### config.mk
export PLATFORM = sky130hd
export DESIGN_NAME = calculator_n
export DESIGN_NICKNAME = d
export VERILOG_FILES = /design/src/rtl/calculator_n.sv
export SDC_FILE = /design/constraint.sdc
export NUM_CORES = 1
export LEC_CHECK = 0
export ABC_CLOCK_PERIOD_IN_PS = 6970
export BUFFER_PORTS_ARGS = -buffer_cell sky130_fd_sc_hd__buf_4
export CAP_MARGIN = 30
export CORE_MARGIN = 3
export CORE_UTILIZATION = 50
export DETAILED_ROUTE_END_ITERATION = 10
export PLACE_DENSITY = 0.66
export SLEW_MARGIN = 30
export SYNTH_ARGS = -nofsm -noshare
export SYNTH_HDL_FRONTEND = slang
export SYNTH_SLANG_ARGS = --single-unit
### constraint.sdc
create_clock -name clk -period 6.97 [get_ports clk]
set_input_delay 0.3485 -clock clk [delete_from_list [all_inputs] [get_ports clk]]
set_output_delay 0.3485 -clock clk [all_outputs]
set_load 0.02 [all_outputs]
### src/rtl/calculator_n.sv
// calculator_n: two-operand calculator with debounced buttons/sliders,
// a small enter/compute FSM and a multiplexed active-low 7-segment display.
//
// state   | meaning
// --------+-------------------------------------------------------------
// ENTER_A | sliders shown live; ent loads A
// ENTER_B | sliders shown live; ent loads B and computes A op B
// RESULT  | result shown; ent chains result into A and returns to ENTER_B
module calculator_n #(
  parameter int WIDTH            = 4,
  parameter int NUM_DIGITS       = 4,
  parameter int DB_OVERFLOW      = 1000000,
  parameter int REFRESH_OVERFLOW = 100000
) (
  input  logic                  clk,
  input  logic                  rst,
  input  logic                  button_ent_undeb,
  input  logic                  button_clr_undeb,
  input  logic [WIDTH-1:0]      slider_undeb,
  input  logic [1:0]            op_select_undeb,
  output logic [NUM_DIGITS-1:0] digit_select,
  output logic [6:0]            led_select,
  output logic                  ovf,
  output logic [1:0]            state
);

  // Raw inputs packed as {op, sliders, clr, ent}
  localparam int NB       = WIDTH + 4;
  localparam int DB_CNT_W = (DB_OVERFLOW > 1) ? $clog2(DB_OVERFLOW) : 1;
  localparam int REF_W    = (REFRESH_OVERFLOW > 1) ? $clog2(REFRESH_OVERFLOW) : 1;
  localparam int IDX_W    = (NUM_DIGITS > 1) ? $clog2(NUM_DIGITS) : 1;
  localparam int DISP_W   = 4 * NUM_DIGITS;

  localparam logic [DB_CNT_W-1:0] DB_LAST  = DB_CNT_W'(DB_OVERFLOW - 1);
  localparam logic [REF_W-1:0]    REF_LAST = REF_W'(REFRESH_OVERFLOW - 1);
  localparam logic [IDX_W-1:0]    IDX_LAST = IDX_W'(NUM_DIGITS - 1);

  typedef enum logic [1:0] {
    ENTER_A = 2'b00,
    ENTER_B = 2'b01,
    RESULT  = 2'b10
  } state_t;

  logic [NB-1:0] raw;
  logic [NB-1:0] sync1_q;
  logic [NB-1:0] sync2_q;
  logic [NB-1:0] deb;
  logic [1:0]    btn_dly_q;

  logic             ent_pulse;
  logic             clr_pulse;
  logic [WIDTH-1:0] sliders_deb;
  logic [1:0]       op_deb;

  state_t           state_q, state_d;
  logic [WIDTH-1:0] a_q, a_d;
  logic [WIDTH-1:0] b_q, b_d;
  logic [WIDTH-1:0] result_q, result_d;
  logic             ovf_q, ovf_d;

  logic [WIDTH:0]   sum_w;
  logic [WIDTH:0]   diff_w;
  logic [WIDTH-1:0] alu_res;
  logic             alu_ovf;

  logic [REF_W-1:0]  ref_cnt_q;
  logic [IDX_W-1:0]  idx_q;
  logic [WIDTH-1:0]  disp_val;
  logic [DISP_W-1:0] disp_ext;
  logic [3:0]        nib;

  assign raw = {op_select_undeb, slider_undeb, button_clr_undeb, button_ent_undeb};

  // Two-flop synchroniser on every raw input bit
  always_ff @(posedge clk or posedge rst) begin
    if (rst) begin
      sync1_q <= '0;
      sync2_q <= '0;
    end else begin
      sync1_q <= raw;
      sync2_q <= sync1_q;
    end
  end

  // Per-bit debouncer: accept a new level only after it has persisted
  // for DB_OVERFLOW consecutive cycles; any return to the old level restarts.
  for (genvar gi = 0; gi < NB; gi++) begin : g_db
    logic [DB_CNT_W-1:0] cnt_q;
    logic                bit_q;

    // Stability counter and accepted level for one input bit
    always_ff @(posedge clk or posedge rst) begin
      if (rst) begin
        cnt_q <= '0;
        bit_q <= 1'b0;
      end else if (sync2_q[gi] == bit_q) begin
        cnt_q <= '0;
      end else if (cnt_q == DB_LAST) begin
        cnt_q <= '0;
        bit_q <= sync2_q[gi];
      end else begin
        cnt_q <= cnt_q + 1'b1;
      end
    end

    assign deb[gi] = bit_q;
  end

  assign sliders_deb = deb[WIDTH+1:2];
  assign op_deb      = deb[WIDTH+3:WIDTH+2];

  // Delayed button levels for rising-edge detection
  always_ff @(posedge clk or posedge rst) begin
    if (rst) begin
      btn_dly_q <= '0;
    end else begin
      btn_dly_q <= deb[1:0];
    end
  end

  assign ent_pulse = deb[0] & ~btn_dly_q[0];
  assign clr_pulse = deb[1] & ~btn_dly_q[1];

  // ALU on current A and live debounced sliders (becomes B on compute)
  always_comb begin
    sum_w   = {1'b0, a_q} + {1'b0, sliders_deb};
    diff_w  = {1'b0, a_q} - {1'b0, sliders_deb};
    alu_res = '0;
    alu_ovf = 1'b0;
    case (op_deb)
      2'b00: begin
        alu_res = sum_w[WIDTH-1:0];
        alu_ovf = sum_w[WIDTH];
      end
      2'b01: begin
        alu_res = diff_w[WIDTH-1:0];
        alu_ovf = diff_w[WIDTH];
      end
      2'b10: alu_res = a_q & sliders_deb;
      default: alu_res = a_q ^ sliders_deb;
    endcase
  end

  // FSM state register
  always_ff @(posedge clk or posedge rst) begin
    if (rst) begin
      state_q <= ENTER_A;
    end else begin
      state_q <= state_d;
    end
  end

  // FSM next state; clear always wins over enter
  always_comb begin
    state_d = state_q;
    if (clr_pulse) begin
      state_d = ENTER_A;
    end else if (ent_pulse) begin
      case (state_q)
        ENTER_A: state_d = ENTER_B;
        ENTER_B: state_d = RESULT;
        RESULT:  state_d = ENTER_B;
        default: state_d = ENTER_A;
      endcase
    end else if (state_q != ENTER_A && state_q != ENTER_B && state_q != RESULT) begin
      state_d = ENTER_A;
    end
  end

  // FSM outputs: operand/result register updates per state
  always_comb begin
    a_d      = a_q;
    b_d      = b_q;
    result_d = result_q;
    ovf_d    = ovf_q;
    if (clr_pulse) begin
      a_d      = '0;
      b_d      = '0;
      result_d = '0;
      ovf_d    = 1'b0;
    end else if (ent_pulse) begin
      case (state_q)
        ENTER_A: a_d = sliders_deb;
        ENTER_B: begin
          b_d      = sliders_deb;
          result_d = alu_res;
          ovf_d    = alu_ovf;
        end
        RESULT:  a_d = result_q;
        default: ;
      endcase
    end
  end

  // Operand, result and flag registers
  always_ff @(posedge clk or posedge rst) begin
    if (rst) begin
      a_q      <= '0;
      b_q      <= '0;
      result_q <= '0;
      ovf_q    <= 1'b0;
    end else begin
      a_q      <= a_d;
      b_q      <= b_d;
      result_q <= result_d;
      ovf_q    <= ovf_d;
    end
  end

  assign ovf   = ovf_q;
  assign state = state_q;

  // Digit refresh: hold each digit REFRESH_OVERFLOW cycles, then rotate
  always_ff @(posedge clk or posedge rst) begin
    if (rst) begin
      ref_cnt_q <= '0;
      idx_q     <= '0;
    end else if (ref_cnt_q == REF_LAST) begin
      ref_cnt_q <= '0;
      idx_q     <= (idx_q == IDX_LAST) ? '0 : idx_q + 1'b1;
    end else begin
      ref_cnt_q <= ref_cnt_q + 1'b1;
    end
  end

  // Select the nibble for the active digit from the zero-extended value
  always_comb begin
    disp_val = (state_q == RESULT) ? result_q : sliders_deb;
    disp_ext = '0;
    disp_ext[WIDTH-1:0] = disp_val;
    nib          = '0;
    digit_select = '1;
    for (int k = 0; k < NUM_DIGITS; k++) begin
      if (idx_q == IDX_W'(k)) begin
        nib             = disp_ext[k*4 +: 4];
        digit_select[k] = 1'b0;
      end
    end
  end

  // Hex to active-low segments {g,f,e,d,c,b,a}
  always_comb begin
    case (nib)
      4'h0: led_select = 7'b1000000;
      4'h1: led_select = 7'b1111001;
      4'h2: led_select = 7'b0100100;
      4'h3: led_select = 7'b0110000;
      4'h4: led_select = 7'b0011001;
      4'h5: led_select = 7'b0010010;
      4'h6: led_select = 7'b0000010;
      4'h7: led_select = 7'b1111000;
      4'h8: led_select = 7'b0000000;
      4'h9: led_select = 7'b0010000;
      4'hA: led_select = 7'b0001000;
      4'hB: led_select = 7'b0000011;
      4'hC: led_select = 7'b1000110;
      4'hD: led_select = 7'b0100001;
      4'hE: led_select = 7'b0000110;
      default: led_select = 7'b0001110;
    endcase
  end

endmodule

==> out/qor.csv, run 1 <==
metric,value,unit
cp.required,6.62,ns
reg2reg_to,g_db[5].cnt_q[15],
path_clk_slew,0.06,ns
synth_area_leaders,"dfrtp_1, xor2_1, nor2_1",
wl_per_cell,13.5,um
yosys.area_share.simple,24.8,%
synth_top_family_by_area,simple AND/OR/NAND/NOR gates,
synth-adder-area-share,3.48,%
synthToLayoutAreaGrowth,12.9,%
finClkSkew,0.0110,ns
fmax,275,MHz
initial_core_util,51.4,%
hpwl,12000,um
postPlaceCellArea,10900,sq um
clock_latency,0.51,ns
num_io_pins,24,
finish.net_count,1123,
drv_cap,0,
tns,0,ns
syn_area,10500,sq um
async_reset_ff_share,100,%
dp_cells,1321,
tightestPinTransition,0.880,ns
p_leak,0.00533,uW
fin_area,11900,sq um
ys_ff_latch,216,
hold_viol,28,
crit_type,reg -> out,
syn_avg_cell_area,10.1,sq um
crit_path_start_kind,flop,
fin_cells,1373,
grt_first_pass_wirelength,32700,um
die_w,151,um
relSlewSlack,40.8,%
grt_max_degree,147,
holdWs,-0.0316,ns
cts-hold-fix-buffers,8,
die_area,22800,sq um
post-cts-setup-buffers,0,
worstReg2RegStart,g_db[5].cnt_q[0],
crit_slowest_cell,nor2b_1,
synth_xor_area_share,14.0,%
vias_per_cell,5.17,
rsz0062_at_grt,false,
cts.path.max_buffers,3,
yosys.area.top_type,dfrtp_1,
wl,18500,um
yosysSeqAreaShare,51.4,%
cts_root_buf,clkbuf_16,
p_per_area,228,nW/um^2
synth_cell_types,55,
rows,52,
fin_crit,3.64,ns
yosysWarningCount,0,
slew_violations,0,
antenna_found_initial,0,
synth_cells,1045,
hp-class,in -> async,
synth_ff_type,dfrtp_1,
drtAntennaViolNets,0,
vias,7093,
grt_pass1_vias,7085,
synth_edf_count,0,
cts_sinks,216,
setup_viol,0,
cp.arrival,3.29,ns
post_cts_resized,0,
end_kind,output port,
outcome,"finished, violations left",
fin_crit_sh,52.2,%
grt.total_usage,17.0,%
synth.mux.area_fraction,1.75,%
cts_buffers,24,
cp_slowest_stage_delay,0.53,ns
path_cells,nor2b_1 -> mux2i_1 -> or2_2 -> inv_1 -> ha_1 -> and2_1 -> a2111oi_0 -> nor3_1 -> buf_4,
dieHeight,151,um
synth_top_area_share,51.4,%
r2r_setup_slack,4.78,ns
cts_tree,built,
crit_fanout,7,
num_antenna_cells,0,
synth_compound_area_share,2.42,%
place_ws,3.87,ns
firstDrtPassIters,4,
reg2reg_depth,6,
io_buffers,23,
grt_overflow,0,
drc_errors,0,
core_area,20400,sq um
violations,negative hold slack,
drt_iter0_markers,377,
drive_gt1_share,8.70,%
cts_max_level,1,
syn-num-nets,1083,
ir_drop,0.182,mV
setup_ws,3.33,ns
gp_congestion,0.823,
final_util,58.1,%
-- synthesized netlist by cell type, types with 8 or more instances --
| cell | n |
|---|---|
| a21oi_1 | 14 |
| and2_1 | 8 |
| and3_1 | 37 |
| and4_1 | 12 |
| clkbuf_1 | 8 |
| dfrtp_1 | 216 |
| ha_1 | 26 |
| inv_1 | 28 |
| mux2_2 | 9 |
| nand2_1 | 74 |
| nand3_1 | 81 |
| nand4_1 | 30 |
| nor2_1 | 202 |
| nor3_1 | 22 |
| nor4_1 | 13 |
| o21ai_0 | 13 |
| xnor2_1 | 61 |
| xor2_1 | 107 |
-- layer usage --
layer  global-route usage (%)  up-vias  share of wire (%)
met4                     4.40        0                2.2
met5                        0        -                  0
met1                     24.3     3379                 50
met3                     3.14       29                3.1
li1                         -     3618                  -
met2                     27.0       67                 44
-- cell families after synthesis --
family	count (synthesis)
buffers and inverters	46
AND/OR/NAND/NOR	529
AO/OA/AOI/OAI	42
adder cells (fa/ha/maj)	28
flip-flops	216
XOR/XNOR	168
multiplexers	16
-- sequential cells by signal (all words and copies together), names as in the netlist --
| signal | flops |
|---|---|
| g_db.bit_q | 8 |
| result_q | 4 |
| sync1_q | 8 |
| state | 2 |
| ref_cnt_q | 17 |
| btn_dly_q | 2 |
| a_q | 4 |
| ovf | 1 |
| sync2_q | 8 |
| g_db.cnt_q | 160 |
| idx_q | 2 |
-- power by group --
group / internal [uW] / leakage (uW) / switching [uW]
clock network: 838 / 0.000425 / 514
logic: 20.2 / 0.00196 / 49.0
registers: 1270 / 0.00295 / 13.6
total: 2130 / 0.00533 / 576
-- critical path, delay by kind of cell, from the launching register on --
family                   cells  cell delay, ns
AND/OR/NAND/NOR              4            1.04
multiplexers                 1            0.50
flip-flops                   1            0.40
AO/OA/AOI/OAI                1            0.39
buffers and inverters        2            0.24
adder cells (fa/ha/maj)      1            0.21
-- final cells by class --
class,instances,area [sq um]
clock buffer,30,674
fill,1788,8560
sequential,216,5410
timing repair buffer,32,264
clock inverter,14,188
tap,270,338
multi-input combinational,783,4880
inverter,28,118
-- placed cells by master (no fill, tap or decap), drive strengths merged, types with 22 or more instances in the layout --
master	count
inv	28
nand4	30
nor3	22
nand2	80
buf	24
clkbuf	30
ha	26
xnor2	61
dfrtp	216
and3	39
nor2	202
xor2	107
nand3	81
-- through the flow --
step,hold slack [ns],total power (uW)
2_1_floorplan,0.331,1360
3_3_place_gp,0.333,1370
3_5_place_dp,0.336,1370
4_1_cts,0.000201,2750
5_1_grt,0.0310,2810
6_report,-0.0316,2700
-- how the worst max path moves through the flow --
stage          startpoint            end  slack (ns)  cells past startpoint
3_5_place_dp     state[0]  led_select[3]        3.87                      9
3_3_place_gp     state[0]  led_select[3]        3.95                      9
4_1_cts          state[0]  led_select[3]        3.31                      9
5_1_grt          state[0]  led_select[3]        3.10                      9
6_report         state[0]  led_select[3]        3.33                      9
2_1_floorplan         rst         a_q[0]        0.71                      1
Note: power is estimated with default switching activity, not from simulation.
==> inputs of run 2 (changes only) <==
--- a/config.mk
+++ b/config.mk
@@ -5,13 +5,14 @@
 export SDC_FILE = /design/constraint.sdc
 export NUM_CORES = 1
 export LEC_CHECK = 0
-export ABC_CLOCK_PERIOD_IN_PS = 6970
+export ABC_AREA = 1
+export ABC_CLOCK_PERIOD_IN_PS = 2960
 export BUFFER_PORTS_ARGS = -buffer_cell sky130_fd_sc_hd__buf_4
 export CAP_MARGIN = 30
 export CORE_MARGIN = 3
 export CORE_UTILIZATION = 50
 export DETAILED_ROUTE_END_ITERATION = 10
-export PLACE_DENSITY = 0.66
+export PLACE_DENSITY = 0.68
 export SLEW_MARGIN = 30
 export SYNTH_ARGS = -nofsm -noshare
 export SYNTH_HDL_FRONTEND = slang
==> constraint.sdc (replaced) <==
create_clock -name clk -period 2.96 [get_ports clk]
set_input_delay 0.148 -clock clk [delete_from_list [all_inputs] [get_ports clk]]
set_output_delay 0.148 -clock clk [all_outputs]
set_load 0.02 [all_outputs]
==> out/qor.csv, run 2 <==
metric,value,unit
outcome,"finished, final reports clean",
final_cell_mix,"nor2_1, nand2_1, dfrtp_1, inv_1, nand3_1",
fin_crit_sh,92.5,%
relSlewSlack,65.0,%
vias,9544,
core_area,22900,sq um
p_leak,0.00607,uW
ys_ff_latch,216,
syn_area,11800,sq um
regMostFlops,g_db.cnt_q,
hpwl,17300,um
p_per_area,488,nW/um^2
drc_errors,0,
cts_max_level,1,
power_frac_seq,45.8,%
synth_top_area_share,45.8,%
cpLargestDelayFamily,buffers and inverters,
fin_crit,2.74,ns
path_clk_slew,0.06,ns
path_cells,inv_1 -> ha_1 -> inv_1 -> nand4_1 -> inv_2 -> nand2_1 -> inv_1 -> ha_1 -> nand3_1 -> o21ai_0 -> nand2_1 -> nand2_1 -> buf_4,
crit_path_start_kind,flop,
finish.net_count,1627,
use_met2,32.4,%
grt_max_degree,48,
pwr-share-clk,51.0,%
multi_input_area,5590,sq um
crit_fanout,5,
cts_tree,built,
gp_congestion,0.846,
cts_root_buf,clkbuf_16,
firstDrtPassIters,5,
ir_drop,0.451,mV
regArea,5410,sq um
synth_ff_type,dfrtp_1,
swShare,21.5,%
yosysSeqAreaShare,45.8,%
syn-num-nets,1562,
num_io_pins,24,
synth_edf_count,0,
cts.path.max_buffers,3,
grt.total_usage,18.9,%
intPower,5170,uW
synth_cell_types,38,
clock_latency,0.52,ns
largest_register_ffs,160,
fin_area,13500,sq um
grt_pass1_vias,9201,
cp.required,2.81,ns
hold_viol,0,
grt_use_met3,2.80,%
holdWs,0.233,ns
drtAntennaViolNets,0,
yosys.area.top_type,dfrtp_1,
grt-busiest-layer,met2,
wl_per_cell,12.5,um
num_antenna_cells,0,
critPathBufInv,5,
fillCellCount,2034,
die_area,25500,sq um
grt_first_pass_wirelength,41600,um
initial_core_util,51.5,%
yosys-top-cells-count,"nor2_1, nand2_1, dfrtp_1, inv_1, nand3_1",
p_sw,1410,uW
async_reset_ff_share,100,%
synth_area_leaders,"dfrtp_1, nor2_1, nand2_1",
die_w,160,um
cp.arrival,2.59,ns
gr-usage-met1,25.5,%
cts_sinks,216,
reg2reg_depth,8,
setup_viol,0,
drt_iter0_markers,586,
io_buffers,23,
rsz0062_at_grt,false,
fmax,365,MHz
dieHeight,160,um
worstReg2RegStart,g_db[6].cnt_q[0],
syn_avg_cell_area,7.75,sq um
cts_buffers,25,
end_kind,output port,
reg2reg_to,g_db[6].cnt_q[19],
reg_top3,"g_db.cnt_q: 160 flops, ref_cnt_q: 17 flops",
final_common_cell,nor2_1,
crit_slowest_cell,dfrtp_1,
finClkSkew,0.00999,ns
synthToLayoutAreaGrowth,14.2,%
fin_cells,1920,
postPlaceCellArea,12500,sq um
r2r_setup_slack,1.05,ns
antenna_found_initial,0,
drive_gt1_share,9.83,%
grt_overflow,0,
synth_cells,1524,
vias_per_cell,4.97,
synth.most_common_cell,nor2_1,
dp_cells,1863,
finalPower,6590,uW
tns,0,ns
hp-class,in -> async,
drv_cap,0,
wl,23900,um
comb_power_share,3.1,%
tightestPinTransition,0.524,ns
crit_type,reg -> out,
slew_violations,0,
rows,55,
cp_slowest_stage_delay,0.40,ns
yosysWarningCount,0,
==> run 2: tightest hold or removal path, delay by kind of cell <==
kind	cells	cell delay, ns
buffers and inverters	3	1.04
==> run 2: worst max path at each step <==
stage	cells after the start	slack, ns	startpoint	endpoint
after floorplan	1	-0.0001	rst	a_q[0]
after global placement	13	0.78	idx_q[0]	led_select[3]
after detailed placement	13	0.67	idx_q[0]	led_select[3]
after CTS	13	0.10	idx_q[0]	led_select[3]
after global routing	13	0.0008	idx_q[0]	led_select[3]
final	13	0.22	idx_q[0]	led_select[3]
==> run 2: power by group through the flow <==
| stage | clock network, uW | registers (uW) | logic (uW) |
|---|---|---|---|
| floorplan | 0 | 3070 | 136 |
| global placement | 0 | 3070 | 197 |
| detailed placement | 0 | 3070 | 204 |
| CTS | 3450 | 3020 | 215 |
| global route | 3560 | 3020 | 241 |
| finish | 3360 | 3020 | 206 |
==> run 2: area by class of cell <==
cell class,instances,area share (%)
tap,313,2.90
timing repair buffer,42,2.88
clock buffer,34,5.56
sequential,216,40.1
multi-input combinational,1094,41.5
inverter,210,5.88
clock inverter,11,1.22
==> run 2: cell families (layout without fill, tap and decap cells) <==
family | Yosys count | count (layout) | synth area share, %
buffers and inverters | 214 | 297 | 6.90
and+or+nand+nor | 885 | 885 | 33.6
AOI/OAI and AO/OA | 96 | 96 | 4.33
adders and majority gates | 28 | 28 | 3.09
xor gates and xnor gates | 85 | 85 | 6.30
DFF | 216 | 216 | 45.8
==> run 2: layer usage <==
layer | part of all wire [%] | vias up
met3 | 3.9 | 30
met5 | 0 | -
met1 | 47 | 4444
li1 | - | 4939
met2 | 48 | 131
met4 | 1.6 | 0
==> run 2: repair_timing <==
item / 4_1_cts / 5_1_grt
setup buffers: 0 / 3
endpoints found under the setup margin: 0 / 4
resized for setup: 0 / 1
hold buffers: 9 / 0
hold endpoints to repair: 23 / 0
==> run 2: per-stage QoR <==
stage | util [%] | worst slack [ns]
after CTS | 58.7 | 0.104
after floorplan | - | -0.000131
after global routing | 58.8 | 0.000849
after global placement | 54.3 | 0.779
after detailed placement | 54.4 | 0.669
final | 58.8 | 0.221
